**src/rtl/key_onehot_capture.sv**
```systemverilog
// Push-button front end: two-flop synchronizer, shared-counter debounce and a
// single-key acceptance FSM that drives the address encoder's one-hot input.
module key_onehot_capture #(
  parameter int unsigned DB_CYCLES = 1_000_000,
  parameter int unsigned CNT_W     = 20
) (
  input  logic        clk,
  input  logic        rst_n,
  input  logic [14:0] key_raw_i,
  output logic [14:0] addr_onehot_o,
  output logic        key_valid_o,
  output logic        key_press_o,
  output logic        key_release_o,
  output logic        multi_err_o
);

  localparam logic [CNT_W-1:0] CntMax = CNT_W'(DB_CYCLES - 1);

  typedef enum logic [1:0] {
    StIdle,
    StPressed,
    StLockout
  } state_e;

  logic [14:0]      s1_q, s2_q;
  logic [14:0]      cand_q, cand_d;
  logic [14:0]      stable_q, stable_d;
  logic [CNT_W-1:0] cnt_q, cnt_d;
  logic             oh;

  state_e           state_q;
  logic [14:0]      addr_q;
  logic             valid_q, press_q, release_q, merr_q;

  always_ff @(posedge clk or negedge rst_n) begin
    if (!rst_n) begin
      s1_q <= '0;
      s2_q <= '0;
    end else begin
      s1_q <= key_raw_i;
      s2_q <= s1_q;
    end
  end

  // One counter for the whole vector: any bit change restarts the window,
  // and the count saturates once the candidate has been stable long enough.
  always_comb begin
    cand_d   = cand_q;
    stable_d = stable_q;
    cnt_d    = cnt_q;
    if (s2_q != cand_q) begin
      cand_d = s2_q;
      cnt_d  = '0;
    end else if (cnt_q == CntMax) begin
      stable_d = cand_q;
    end else begin
      cnt_d = cnt_q + 1'b1;
    end
  end

  always_ff @(posedge clk or negedge rst_n) begin
    if (!rst_n) begin
      cand_q   <= '0;
      stable_q <= '0;
      cnt_q    <= '0;
    end else begin
      cand_q   <= cand_d;
      stable_q <= stable_d;
      cnt_q    <= cnt_d;
    end
  end

  assign oh = (stable_q != '0) && ((stable_q & (stable_q - 15'd1)) == '0);

  always_ff @(posedge clk or negedge rst_n) begin
    if (!rst_n) begin
      state_q   <= StIdle;
      addr_q    <= '0;
      valid_q   <= 1'b0;
      press_q   <= 1'b0;
      release_q <= 1'b0;
      merr_q    <= 1'b0;
    end else begin
      press_q   <= 1'b0;
      release_q <= 1'b0;
      case (state_q)
        StIdle: begin
          if (oh) begin
            state_q <= StPressed;
            addr_q  <= stable_q;
            valid_q <= 1'b1;
            press_q <= 1'b1;
          end else if (stable_q != '0) begin
            state_q <= StLockout;
            merr_q  <= 1'b1;
          end
        end
        StPressed: begin
          if (stable_q == addr_q) begin
            state_q <= StPressed;
          end else if (stable_q == '0) begin
            state_q   <= StIdle;
            addr_q    <= '0;
            valid_q   <= 1'b0;
            release_q <= 1'b1;
          end else begin
            // Added key or slide to another key: drop the held key and lock out.
            state_q   <= StLockout;
            addr_q    <= '0;
            valid_q   <= 1'b0;
            release_q <= 1'b1;
            merr_q    <= 1'b1;
          end
        end
        StLockout: begin
          addr_q  <= '0;
          valid_q <= 1'b0;
          if (stable_q == '0) begin
            state_q <= StIdle;
            merr_q  <= 1'b0;
          end
        end
        default: begin
          state_q <= StIdle;
          addr_q  <= '0;
          valid_q <= 1'b0;
          merr_q  <= 1'b0;
        end
      endcase
    end
  end

  assign addr_onehot_o = addr_q;
  assign key_valid_o   = valid_q;
  assign key_press_o   = press_q;
  assign key_release_o = release_q;
  assign multi_err_o   = merr_q;

endmodule

```
**config.mk**
```make
export PLATFORM = sky130hd
export DESIGN_NAME = key_onehot_capture
export DESIGN_NICKNAME = d
export VERILOG_FILES = /design/src/rtl/key_onehot_capture.sv
export SDC_FILE = /design/constraint.sdc
export NUM_CORES = 1
export LEC_CHECK = 0
export ABC_AREA = 1
export CAP_MARGIN = 20
export CORE_ASPECT_RATIO = 1.5
export CORE_MARGIN = 4
export CORE_UTILIZATION = 37
export DETAILED_ROUTE_END_ITERATION = 12
export GPL_TIMING_DRIVEN = 0
export PLACE_DENSITY = 0.54
export SETUP_SLACK_MARGIN = 0.5
export SLEW_MARGIN = 20
export SYNTH_ARGS = -nofsm -noshare
export SYNTH_HDL_FRONTEND = slang
export SYNTH_SLANG_ARGS = --single-unit
```
**constraint.sdc**
```tcl
create_clock -name clk -period 5.7 [get_ports clk]
set_clock_uncertainty 0.15 [all_clocks]
set_input_delay 1.14 -clock clk [delete_from_list [all_inputs] [get_ports clk]]
set_output_delay 1.14 -clock clk [all_outputs]
set_load 0.02 [all_outputs]
```
==> out/results.ini <==
[run_status]
outcome=completed

[clock_tree]
clkTransAtPathRegs_ns=0.08
cts.htree.levels=3
ctsResizeCount=0
clk_path_buf_depth=2
clock_latency_ns=0.35
cts_inserted_buffers=9
postCtsHoldBufs=0
postCtsSetupBuffers=0
cts.sinks=101
cts_tree=yes
cts_root_buffer=clkbuf_16

[timing]
rsz0062_at_grt=no
hold_violations=0
worst_slew_pin_slew_ns=0.429
fmax_ghz=0.375
post-route-period-util_pct=46.8
drv_slew=0
min_period_ns=2.67
whs_ns=0.200
setup_viol=0
slew_headroom_pct=71.1

[die]
core_area_um2=11500
initial_utilization_pct=37.5
die-area_um2=13400
rows=48
die_w_um=96
die_h_um=140
io_pins=36

[detailed_routing]
wire_per_inst_um=12.1
viasPerCell=4.62
ant_nets=0
drtPass1Iterations=6
drt-initial-drc-count=101
drt_wl_total_mm=7.96
via_count=3033
drc=0

[finish]
mostFrequentLayoutCells=124 x nand2_1, 101 x dfrtp_1, 45 x nor2_1
areaGrowthSynthToFinish_pct=19.9
fill_cells=1112
multiInputGateArea_um2=1520
finalCoreUtilization_pct=44.9
final_layout_size_suffix_gt1_share_pct=8.48
regArea_um2=2530
layout_commonest_cell=nand2_1
diodes=0
finish.net_count=520

[setup_path]
critical_path_required_ns=4.41
critical_path.max_fanout=3
worst-setup-path-type=reg -> out
path_cells=clkdlybuf4s50_1
setup.worst_path.start_class=flop
crit_arrival_ns=1.38
critical_path_buf_inv_count=1
slowest_delay_ns=0.62
endpoint_kind=output port
slowest_stage=clkdlybuf4s50_1
cpLargestDelayFamily=buffers and inverters

[global_route]
grt_antenna_before_repair=0
grt_max_degree=67
grt-ovfl-total=0
grt_pass1_vias=2967
grt_pass1_wl_mm=13.7
grt_usage_pct=13.0

[place]
port_buffers=35
routabilityCongestion=0.826
detailedPlacementHpwl_mm=5.97

[synth]
ys_ff_latch=101
syn_area_um2=4300
synth_area_per_cell_um2=9.45
synth-edff-count=0
syn_inst=455
ys_warn_count=0
synth_seq_area_share_pct=58.8
ys.flop_type=dfrtp_1
syn_nets=473
ys_async_sr_fraction_pct=100
synth.distinct_cells=31

[power]
p_sw_uw=317
comb_power_share_pct=2.9
p_sw_share_pct=23.0
p_total_mw=1.38
p_int_mw=1.06
ir_drop_mv=0.216
total_leakage_power_nw=2.44
seq_power_share_pct=53.8
powerDensity_nw_per_um2=267
clkPwrFrac_pct=43.3

[hold_path]
hold_class=reg -> reg

[flow_run]
drv_cap=0

[cells in the mapped netlist, drive strengths merged (6+ instances only)]
library cell | instances | area (µm²)
a21oi | 10 | 50.1
buf | 6 | 57.6
clkbuf | 15 | 56.3
dfrtp | 101 | 2530
inv | 36 | 135
nand2 | 129 | 502
nand3 | 18 | 90.1
nand4 | 11 | 83.8
nor2 | 54 | 255
nor3 | 7 | 35.0
o21ai | 19 | 95.1
xnor2 | 23 | 201
xor2 | 8 | 70.1
[power groups by stage]
| stage | Clock [mW] | Sequential (mW) | Combinational (mW) |
|---|---|---|---|
| 2_1_floorplan | 0 | 0.753 | 0.0121 |
| 3_3_place_gp | 0 | 0.755 | 0.0385 |
| 3_5_place_dp | 0 | 0.755 | 0.0419 |
| 4_1_cts | 0.614 | 0.741 | 0.0420 |
| 5_1_grt | 0.649 | 0.743 | 0.0461 |
| 6_report | 0.597 | 0.741 | 0.0397 |
[sequential cells by signal (all words and copies together), names as in the netlist, 2 cells and up]
name,count
addr_onehot_o,15
s2_q,15
stable_q,15
state_q,2
s1_q,15
cnt_q,20
cand_q,15
[metal layers]
metal / wire [µm] / GRT usage (%)
met5: 0 / 0
met4: 180 / 5.40
met3: 235 / 2.58
met2: 4170 / 22.5
met1: 3380 / 15.4
[final timing paths]
kind                                       start          endpoint  slack (ns)  cells after the start
worst min register to register           s1_q[2]           s2_q[2]        0.20                      0
min in group asynchronous                  rst_n          cnt_q[7]        0.54                      1
worst max register to register         cand_q[8]      stable_q[13]        3.57                      8
worst min-delay path                     s1_q[2]           s2_q[2]        0.20                      0
worst max-delay path            addr_onehot_o[8]  addr_onehot_o[8]        3.03                      1
max in group asynchronous                  rst_n           s1_q[5]        4.24                      2
[final cells by class]
| cell class | instances | area share (%) |
|---|---|---|
| sequential | 101 | 49.0 |
| buffer | 21 | 2.21 |
| inverter | 37 | 2.72 |
| multi-input combinational | 296 | 29.4 |
| timing repair buffer | 36 | 7.36 |
| clock inverter | 7 | 1.24 |
| tap | 150 | 3.64 |
| clock buffer | 9 | 4.37 |
[cell families after synthesis]
family | Yosys count | share of synthesized area [%]
xor gates and xnor gates | 31 | 6.32
buffers and inverters | 58 | 5.91
DFF | 101 | 58.8
and+or+nand+nor | 225 | 23.5
adders and majority gates | 1 | 0.291
AOI/OAI and AO/OA | 39 | 5.21
[per-stage QoR]
stage / instances / TNS, ns / cell area (µm²) / setup slack (ns)
2_1_floorplan: 455 / 0 / 4300 / 3.89
3_3_place_gp: 640 / -43.67 / 4840 / -0.440
3_5_place_dp: 641 / 0 / 4860 / 3.40
4_1_cts: 657 / 0 / 5150 / 3.02
5_1_grt: 657 / 0 / 5150 / 2.98
6_report: 657 / 0 / 5150 / 3.03
Power figures use the tool's default switching activity.
